`config.mk`:
```
export PLATFORM = sky130hd
export DESIGN_NAME = instr_fetch_flat
export DESIGN_NICKNAME = d
export VERILOG_FILES = /design/src/rtl/instr_fetch_if.sv /design/src/rtl/instr_fetch.sv /design/src/flat_wrapper.sv
export SDC_FILE = /design/constraint.sdc
export NUM_CORES = 1
export LEC_CHECK = 0
export BUFFER_PORTS_ARGS = -buffer_cell sky130_fd_sc_hd__buf_2
export CAP_MARGIN = 15
export CELL_PAD_IN_SITES_DETAIL_PLACEMENT = 1
export CELL_PAD_IN_SITES_GLOBAL_PLACEMENT = 1
export CORE_ASPECT_RATIO = 0.7
export CORE_MARGIN = 2
export CORE_UTILIZATION = 47
export CTS_CLUSTER_SIZE = 24
export DETAILED_ROUTE_END_ITERATION = 16
export PLACE_DENSITY_LB_ADDON = 0.1
export SLEW_MARGIN = 25
export SYNTH_ARGS = -nofsm -noshare
export SYNTH_HDL_FRONTEND = slang
export SYNTH_SLANG_ARGS = --single-unit
```
`constraint.sdc`:
```
create_clock -name clk -period 4.5 [get_ports clk]
set_input_delay 0.225 -clock clk [delete_from_list [all_inputs] [get_ports clk]]
set_output_delay 0.225 -clock clk [all_outputs]
set_load 0.05 [all_outputs]
```
`src/rtl/instr_fetch_if.sv`:
```
// Fetch-unit bus bundle: branch redirect, instruction-memory request/response
// and the fetch-to-decode handshake. The fetch unit is the master.
interface instr_fetch_if;
  logic        br_taken;
  logic [31:0] br_target;
  logic        imem_req;
  logic [31:0] imem_addr;
  logic        imem_gnt;
  logic        imem_rvalid;
  logic [31:0] imem_rdata;
  logic        if_valid;
  logic [31:0] if_instr;
  logic [31:0] if_pc;
  logic        id_ready;

  modport master (
    input  br_taken,
    input  br_target,
    output imem_req,
    output imem_addr,
    input  imem_gnt,
    input  imem_rvalid,
    input  imem_rdata,
    output if_valid,
    output if_instr,
    output if_pc,
    input  id_ready
  );

  modport slave (
    output br_taken,
    output br_target,
    input  imem_req,
    input  imem_addr,
    output imem_gnt,
    output imem_rvalid,
    output imem_rdata,
    input  if_valid,
    input  if_instr,
    input  if_pc,
    output id_ready
  );
endinterface

```
`src/rtl/instr_fetch.sv`:
```
// Instruction fetch stage: issues one memory request at a time, buffers up to
// two returned instructions for decode, and handles branch redirects by
// flushing the buffer and discarding any response already in flight.
module instr_fetch #(
  parameter logic [31:0] RESET_PC = 32'h0000_0000
) (
  input logic           clk,
  input logic           rst,
  instr_fetch_if.master bus
);

  localparam logic [0:0] ST_REQ  = 1'b0;
  localparam logic [0:0] ST_WAIT = 1'b1;

  logic [31:0] pc;
  logic [31:0] req_pc;
  logic [0:0]  state;
  logic        drop;

  logic [31:0] fifo_pc    [2];
  logic [31:0] fifo_instr [2];
  logic        rd_ptr;
  logic        wr_ptr;
  logic [1:0]  count;

  logic [31:0] br_pc;
  logic        issue;
  logic        push;
  logic        pop;

  // Redirect targets are word aligned by clearing the low two bits.
  assign br_pc = bus.br_target & 32'hFFFF_FFFC;

  // Space is reserved at issue: with no request outstanding in REQ, a
  // request may go out only if a buffer slot is still free. The request is
  // also held off while reset is asserted and in a redirect cycle.
  assign bus.imem_req  = rst && (state == ST_REQ) && (count < 2'd2) && !bus.br_taken;
  assign bus.imem_addr = pc;

  assign issue = bus.imem_req & bus.imem_gnt;
  assign push  = (state == ST_WAIT) && bus.imem_rvalid && !drop && !bus.br_taken;
  assign pop   = bus.if_valid & bus.id_ready;

  assign bus.if_valid = (count != 2'd0);
  assign bus.if_instr = fifo_instr[rd_ptr];
  assign bus.if_pc    = fifo_pc[rd_ptr];

  // Program counter: redirect wins over sequential advance; wraps naturally.
  always_ff @(posedge clk or negedge rst) begin
    if (!rst) begin
      pc     <= RESET_PC;
      req_pc <= 32'h0000_0000;
    end else begin
      if (bus.br_taken) begin
        pc <= br_pc;
      end else if (issue) begin
        pc <= pc + 32'd4;
      end
      if (issue) begin
        req_pc <= pc;
      end
    end
  end

  // Request/wait sequencing plus the flag that marks an in-flight response stale.
  always_ff @(posedge clk or negedge rst) begin
    if (!rst) begin
      state <= ST_REQ;
      drop  <= 1'b0;
    end else begin
      case (state)
        ST_REQ: begin
          if (issue) begin
            state <= ST_WAIT;
          end
        end
        default: begin
          if (bus.imem_rvalid) begin
            state <= ST_REQ;
            drop  <= 1'b0;
          end else if (bus.br_taken) begin
            drop <= 1'b1;
          end
        end
      endcase
    end
  end

  // Two-entry instruction buffer; a redirect empties it regardless of push/pop.
  always_ff @(posedge clk or negedge rst) begin
    if (!rst) begin
      for (int i = 0; i < 2; i++) begin
        fifo_pc[i]    <= 32'h0000_0000;
        fifo_instr[i] <= 32'h0000_0000;
      end
      rd_ptr <= 1'b0;
      wr_ptr <= 1'b0;
      count  <= 2'd0;
    end else if (bus.br_taken) begin
      rd_ptr <= 1'b0;
      wr_ptr <= 1'b0;
      count  <= 2'd0;
    end else begin
      if (push) begin
        fifo_pc[wr_ptr]    <= req_pc;
        fifo_instr[wr_ptr] <= bus.imem_rdata;
        wr_ptr             <= ~wr_ptr;
      end
      if (pop) begin
        rd_ptr <= ~rd_ptr;
      end
      case ({push, pop})
        2'b10:   count <= count + 2'd1;
        2'b01:   count <= count - 2'd1;
        default: count <= count;
      endcase
    end
  end

endmodule

```
`src/flat_wrapper.sv`:
```
// flat-port wrapper written by rule: the top's interface ports become plain ports
module instr_fetch_flat 
#(
  parameter logic [31:0] RESET_PC = 32'h0000_0000
)
  (clk, rst, bus_br_taken, bus_br_target, bus_imem_req, bus_imem_addr, bus_imem_gnt, bus_imem_rvalid, bus_imem_rdata, bus_if_valid, bus_if_instr, bus_if_pc, bus_id_ready);
  instr_fetch_if bus_i ();
  input logic clk;
  input logic rst;
  input wire logic [$bits(bus_i.br_taken)-1:0] bus_br_taken;
  input wire logic [$bits(bus_i.br_target)-1:0] bus_br_target;
  output wire logic [$bits(bus_i.imem_req)-1:0] bus_imem_req;
  output wire logic [$bits(bus_i.imem_addr)-1:0] bus_imem_addr;
  input wire logic [$bits(bus_i.imem_gnt)-1:0] bus_imem_gnt;
  input wire logic [$bits(bus_i.imem_rvalid)-1:0] bus_imem_rvalid;
  input wire logic [$bits(bus_i.imem_rdata)-1:0] bus_imem_rdata;
  output wire logic [$bits(bus_i.if_valid)-1:0] bus_if_valid;
  output wire logic [$bits(bus_i.if_instr)-1:0] bus_if_instr;
  output wire logic [$bits(bus_i.if_pc)-1:0] bus_if_pc;
  input wire logic [$bits(bus_i.id_ready)-1:0] bus_id_ready;
  assign bus_i.br_taken = bus_br_taken;
  assign bus_i.br_target = bus_br_target;
  assign bus_imem_req = bus_i.imem_req;
  assign bus_imem_addr = bus_i.imem_addr;
  assign bus_i.imem_gnt = bus_imem_gnt;
  assign bus_i.imem_rvalid = bus_imem_rvalid;
  assign bus_i.imem_rdata = bus_imem_rdata;
  assign bus_if_valid = bus_i.if_valid;
  assign bus_if_instr = bus_i.if_instr;
  assign bus_if_pc = bus_i.if_pc;
  assign bus_i.id_ready = bus_id_ready;
  instr_fetch #(.RESET_PC(RESET_PC)) u_core (.clk(clk), .rst(rst), .bus(bus_i));
endmodule
```
==> results by group, run 1 <==
Status
  • Status: finished, final reports clean

Layout
  • Antenna Cells: 0
  • Share of cells above drive strength 1: between 40% and 50%
  • Synth-to-layout area growth: 19.0%
  • Final Util: a little under three fifths
  • Nets: between 900 and 1k
  • # fillers: between 1.5k and 2k

Global routing
  • Initial antenna violation count: 1
  • Total GRT Usage: between 20% and 30%
  • GR Overflow Total: 0
  • Vias in the first global route: between 6k and 7k
  • First-pass GRT wire length: about 35 mm
  • Pin count of the biggest net entering global routing: between 70 and 80

Synth
  • Yosys warns: 0
  • Ys flop type: dfrtp_1
  • Seq/Total Area, Yosys: ~56%
  • Number of distinct library cells after synthesis: 51
  • Post-Syn Instances: about 700
  • Synth top cells by count: dfrtp_1 (190), mux2_2 (183), nand2_1 (117), o21ai_0 (27), buf_2 (17)
  • Number of flops mapped to enable cells by yosys: 0
  • Mapped Avg Cell Area: ~12 um2
  • Synth Register Bits: 190
  • Mapped Area: about 8600 um2
  • Synth area leader: dfrtp_1
  • Top cells by area, synth: dfrtp_1 (56%), mux2_2 (24%), nand2_1 (5.1%)
  • Most frequent cell after synthesis: dfrtp_1
  • Post-synth ARST share: 100%
  • Top-area cell type share of the netlist area: between 50% and 60%

Critical path
  • CP required: between 4000 and 5000 ps
  • Startpoint Class: input pin
  • Worst-path fanout max: 66
  • Crit path max-delay cell type: dlygate4sd3_1
  • Crit path DAT: 3180 ps
  • Setup crit end kind: register
  • CP Class: in -> reg
  • Largest stage delay on the critical path: approximately 530 ps
  • Crit path cell chain: dlygate4sd3_1 -> clkbuf_8 -> nor4b_4 -> and2_4 -> nor2_1 -> buf_4 -> a21o_1 -> a221o_1
  • R2r setup slk: between 1500 and 2000 ps

Min path
  • Min-delay worst type: in -> reg

STA
  • Fmax: approximately 0.35 GHz
  • Hold Vio Cnt, Final: 0
  • Hold WS: around 15 ps
  • Layout Skew: ~10 ps
  • RSZ-0062 raised after global routing: false
  • Worst Tran Pin Value: roughly 990 ps
  • Setup TNS: 0 ps
  • Tcrit/Tclk final: 63.5%
  • Minimum clock period: around 2900 ps
  • Final Worst Setup Slack: between 1500 and 2000 ps
  • # setup viols final: 0
  • Final Max Slew Viols: 0
  • Slew margin rel.: about a third

Floorplan
  • Row count: between 40 and 50
  • Die area: 19,300 um2
  • Die outline width: approximately 170 um
  • Die Ht: 117 um
  • # IOs: between 150 and 200
  • Starting Density: approximately 48%
  • Core ar.: approximately 18,000 um2

Routing
  • Via count: around 6.1k
  • Post-route antenna net violation count: 0
  • DR iter-0 viols: between 300 and 400
  • Post-DR vias/cell: between 5 and 6
  • DRT Pass-1 Iters: 4
  • Post-route DRC: 0
  • Routed WL per cell: around 19 um
  • Post-detailed-routing wire length: ~21 mm

Place
  • Worst slack, placed: approximately 1800 ps
  • Gp weighted congestion: 0.869
  • # port buffers: approximately 160
  • DP HPWL: approximately 15 mm

Clock tree
  • Postcts setup bufs: 0
  • Clock transition at path regs: 70 ps
  • CTS max path bufs: 2
  • TritonCTS clock tree: built
  • H-tree Lvls: 4
  • Worst-skew pair later-pin latency: 430 ps
  • Cts bufs inserted: 17
  • Clock root buffer: clkbuf_16
  • CTS Sinks: 190

Power and ir drop
  • Power Density: about 570 nW/um2
  • LEAKAGE: roughly 5.0 nW
  • Peak supply drop: ~0.34 mV
  • Overall power: slightly below 6 mW

Run
  • # Max-Cap Violations: 0
worst max-delay path, delay by kind of cell:
kind	cells	cell delay, ps
AND/OR/NAND/NOR	3	1230
AO/OA/AOI/OAI	2	440
buffers and inverters	3	1230
per-stage QoR:
| step | instance area, um2 | std cells |
|---|---|---|
| 6_report | 10200 | 1103 |
| 3_3_place_gp | 9540 | 1064 |
| 3_5_place_dp | 9540 | 1064 |
| 2_1_floorplan | 8570 | 699 |
| 4_1_cts | 10200 | 1103 |
| 5_1_grt | 10200 | 1103 |
state kept, by name (all words and copies together) (netlist names):
register	cells
u_core.state	1
u_core.fifo_pc	60
u_core.wr_ptr	1
u_core.fifo_instr	64
u_core.drop	1
u_core.bus.imem_addr	30
u_core.rd_ptr	1
u_core.req_pc	30
u_core.count	2
worst paths after layout:
| path | endpoint | cells past startpoint | start |
|---|---|---|---|
| hold reg to reg | u_core.fifo_instr[45]$_DFFE_PN0P_ | 1 | u_core.fifo_instr[45]$_DFFE_PN0P_ |
| hold / removal | u_core.bus.imem_addr[21]$_DFFE_PN0P_ | 3 | bus_br_target[21] |
| setup reg to reg | u_core.fifo_pc[19]$_DFFE_PN0P_ | 5 | u_core.state$_DFF_PN0_ |
| setup / recovery | u_core.bus.imem_addr[23]$_DFFE_PN0P_ | 8 | rst |
| max in group asynchronous | u_core.rd_ptr$_DFFE_PN0P_ | 3 | rst |
| min in group asynchronous | u_core.bus.imem_addr[7]$_DFFE_PN0P_ | 2 | rst |
cell usage in the layout (no fill, tap or decap), drive strengths merged, types with 3 or more instances in the layout:
cell type    instances
and3                 3
inv                 13
nor3                 9
dfrtp              190
clkbuf              20
buf                169
a21o                 4
conb                 4
nor2                16
o311ai              13
clkinvlp             6
nand4               10
mux2               187
nand2              119
dlygate4sd3          7
o21ai               27
o211ai               6
a21oi                8
nor2b                3
or3                  4
a22oi                4
nor4                 4
nand3               12
a31oi                3
what timing repair did:
action                                  CTS  global route
gates resized for setup                   0             0
hold buffers                              7             0
endpoints found under the setup margin    0             0
hold endpoints to repair                 70             0
routing by layer:
| metal | GRT usage [%] | vias to the layer above | wire length (um) |
|---|---|---|---|
| met2 | 39.6 | 136 | 10600 |
| li1 | - | 2786 | - |
| met5 | 0 | - | 7 |
| met1 | 30.4 | 3173 | 9540 |
| met4 | 7.13 | 2 | 315 |
| met3 | 5.81 | 30 | 1000 |
kinds of logic after synthesis:
logic type / share of synthesized area [%]
multiplexers: 24.7
XOR/XNOR: 0.409
flip-flops: 55.6
AND/OR/NAND/NOR: 10.6
AO/OA/AOI/OAI: 5.63
adder cells (fa/ha/maj): 0.146
buffers and inverters: 2.84
other: 0.0438
report_power, final:
group | leakage, nW | total, mW | internal, mW | switching (mW)
clock network | 0.258 | 1.46 | 0.777 | 0.685
registers | 2.47 | 2.32 | 2.07 | 0.242
logic | 2.32 | 2.04 | 0.641 | 1.40
total | 5.04 | 5.82 | 3.49 | 2.32
final cells by class:
type	count	area, um2	area share, %
clock buffer	19	433	4.25
clock inverter	13	135	1.33
inverter	9	33.8	0.332
multi-input combinational	459	3580	35.1
sequential	190	4760	46.7
tap	236	295	2.90
timing repair buffer	177	956	9.39
No activity file was read; power rests on OpenSTA's default activity.
==> inputs of run 2 (changes only) <==
CORE_UTILIZATION = 44   (was 47)
clock period = 2.73 ns   (was 4.5 ns; I/O delays follow)
==> run 2 against run 1 <==
  * Worst setup slack lost 1100 ps
  * Combinational power grew 69%
  * Worst hold slack gained 4.6 ps
  * Sequential power grew 65%
  * Routed wire length grew 6.6%
  * First-iteration DRC count grew 7.4%
  * Non-clock buffer count grew 57
  * Register-to-register slack lost 1400 ps
  * Clock skew grew 5.0 ps
  * Largest cell class unchanged
==> results by group, run 2 (synthesized netlist as in run 1, its figures left out) <==
Floorplan
  • Die outline width: 171 um (was 165 um)
  • Die area: 20,600 um2 (was 19,300 um2)
  • Starting Density: 45.1% (was 47.8%)
  • Row count: 42 (was 41)
  • Die Ht: 121 um (was 117 um)
  • Core ar.: 19,000 um2 (was 17,900 um2)
  • # IOs: 168 (unchanged)

STA
  • Worst Tran Pin Value: 928 ps (was 990 ps)
  • Final Worst Setup Slack: 557 ps (was 1640 ps)
  • Final Max Slew Viols: 0 (unchanged)
  • # setup viols final: 0 (unchanged)
  • Slew margin rel.: 37.9% (was 33.7%)
  • Layout Skew: 15.2 ps (was 10.2 ps)
  • Tcrit/Tclk final: 79.6%
  • RSZ-0062 raised after global routing: false (unchanged)
  • Setup TNS: 0 ps (unchanged)
  • Fmax: around 0.46 GHz
  • Hold Vio Cnt, Final: 0 (unchanged)
  • Minimum clock period: around 2200 ps

Routing
  • Post-route antenna net violation count: 0 (unchanged)
  • Routed WL per cell: 19.2 um (was 19.4 um)
  • Post-detailed-routing wire length: 22.9 mm (was 21.5 mm)
  • DR iter-0 viols: 364 (was 339)
  • Post-route DRC: 0 (unchanged)
  • Via count: 6,317 (was 6,127)
  • DRT Pass-1 Iters: 5 (was 4)
  • Post-DR vias/cell: 5.32 (was 5.55)

Clock tree
  • Clock transition at path regs: 80 ps (was 70 ps)
  • CTS max path bufs: 2 (unchanged)
  • Worst-skew pair later-pin latency: 430 ps (about the same)
  • Cts bufs inserted: 17 (unchanged)
  • H-tree Lvls: 4 (unchanged)
  • TritonCTS clock tree: built (unchanged)
  • CTS Sinks: 190 (unchanged)
  • Clock root buffer: clkbuf_16 (unchanged)

Critical path
  • Startpoint Class: register (was input pin)
  • Worst-path fanout max: 14 (was 66)
  • CP required: 3050 ps (was 4820 ps)
  • Setup crit end kind: register (unchanged)
  • CP Class: reg -> reg (was in -> reg)
  • Crit path DAT: 2490 ps (was 3180 ps)

Global routing
  • First-pass GRT wire length: 37.0 mm (was 34.6 mm)
  • Total GRT Usage: 23.1% (was 23.5%)
  • Initial antenna violation count: 2 (was 1)
  • GR Overflow Total: 0 (unchanged)
  • Pin count of the biggest net entering global routing: 191 (was 78)
  • Vias in the first global route: 6,952 (was 6,662)

Layout
  • Nets: 982 (was 925)
  • Finished layout cell area: 10,900 um2 (was 10,200 um2)
  • Most frequent cells in the layout: dfrtp_1 (189), mux2_2 (183), buf_2 (160), nand2_1 (115), dlygate4sd3_1 (62) (was dfrtp_1 (189), mux2_2 (183), buf_2 (160), nand2_1 (115), o21ai_0 (27))
  • Max FFs per register: 64 (unchanged)
  • Antenna Cells: 0 (unchanged)
  • Final Util: 57.6% (was 56.9%)
  • # fillers: 1,974 (was 1,887)
  • Commonest non-fill, non-tap cell in the layout: dfrtp_1 (unchanged)
  • Biggest register: u_core.fifo_instr (unchanged)
  • Synth-to-layout area growth: 27.6% (was 19.0%)
  • Share of cells above drive strength 1: 43.6% (was 46.1%)
  • Largest regs: u_core.fifo_instr (64), u_core.fifo_pc (60) (unchanged)

Power and ir drop
  • Peak supply drop: 0.511 mV (was 0.344 mV)
  • Power Density: 907 nW/um2 (was 571 nW/um2)
  • LEAKAGE: 5.35 nW (was 5.04 nW)

Min path
  • Min-delay worst type: in -> reg (unchanged)

Run
  • # Max-Cap Violations: 0 (unchanged)

Place
  • DP HPWL: 14.4 mm (was 14.8 mm)
  • # port buffers: 161 (unchanged)
  • Worst slack, placed: 579 ps (was 1760 ps)
  • Gp weighted congestion: 0.857 (was 0.869)
  • DP Area: 9650 um2 (was 9540 um2)

Status
  • Status: finished, final reports clean (unchanged)
## run 2: changes by cell type in the layout (fill, tap and decap cells not counted), moves of 2 or more
cell,before,now
buf_4,8,5
clkinvlp_4,6,2
bufinv_16,1,3
dlygate4sd3_1,7,62
buf_12,0,5
## run 2: final cells by class
class                   count  area, um2  area share, %
clock inverters            13        179           1.64
repair buffers            234       1600           14.7
clock buffers              19        443           4.06
well taps                 264        330           3.03
inverters                   9       33.8          0.309
multi-input cells         459       3580           32.8
flip-flops and latches    190       4760           43.6
## run 2: metal layers
| metal | track usage (%) | part of all wire, % | vias up |
|---|---|---|---|
| li1 | - | - | 2890 |
| met2 | 39.3 | 50 | 148 |
| met5 | 0 | 0.13 | - |
| met4 | 6.30 | 1.4 | 4 |
| met3 | 5.89 | 5.3 | 30 |
| met1 | 29.3 | 43 | 3245 |
## run 2: worst max-delay path, cell delays in order, from the launching register on
cell,delay (ps)
dfrtp_1,490
nor4b_4,110
and2_4,240
nor2_1,720
buf_4,300
o21ai_0,90
o311ai_0,110
## run 2: timing repair
item	4_1_cts	5_1_grt
buffers inserted	0	0
hold buffers	61	1
endpoints found under the hold margin	94	57
gates resized for setup	0	0
## run 2: per-stage QoR
stage               std cells  total power, mW  hold WS [ps]
floorplan                 699             6.40          -159
global placement         1093             7.13           342
detailed placement       1093             7.27           349
CTS                      1186             9.98          7.31
global route             1188             10.4          20.4
finish                   1188             9.90          19.4
## run 2: where the power goes
part	switching [mW]	internal [mW]
clock	1.13	1.49
combinational	2.33	1.12
sequential	0.412	3.42
## run 2: worst paths after layout
kind / slack, ps / depth (start not counted) / to / startpoint
min reg2reg: 500 / 2 / u_core.req_pc[16]$_DFFE_PN0P_ / u_core.req_pc[16]$_DFFE_PN0P_
max: 560 / 6 / u_core.bus.imem_addr[10]$_DFFE_PN0P_ / u_core.state$_DFF_PN0_
min in group asynchronous: 270 / 3 / u_core.bus.imem_addr[7]$_DFFE_PN0P_ / rst
min: 20 / 4 / u_core.bus.imem_addr[22]$_DFFE_PN0P_ / bus_br_target[22]
max reg2reg: 560 / 6 / u_core.bus.imem_addr[10]$_DFFE_PN0P_ / u_core.state$_DFF_PN0_
max in group asynchronous: 1450 / 4 / u_core.bus.imem_addr[20]$_DFFE_PN0P_ / rst
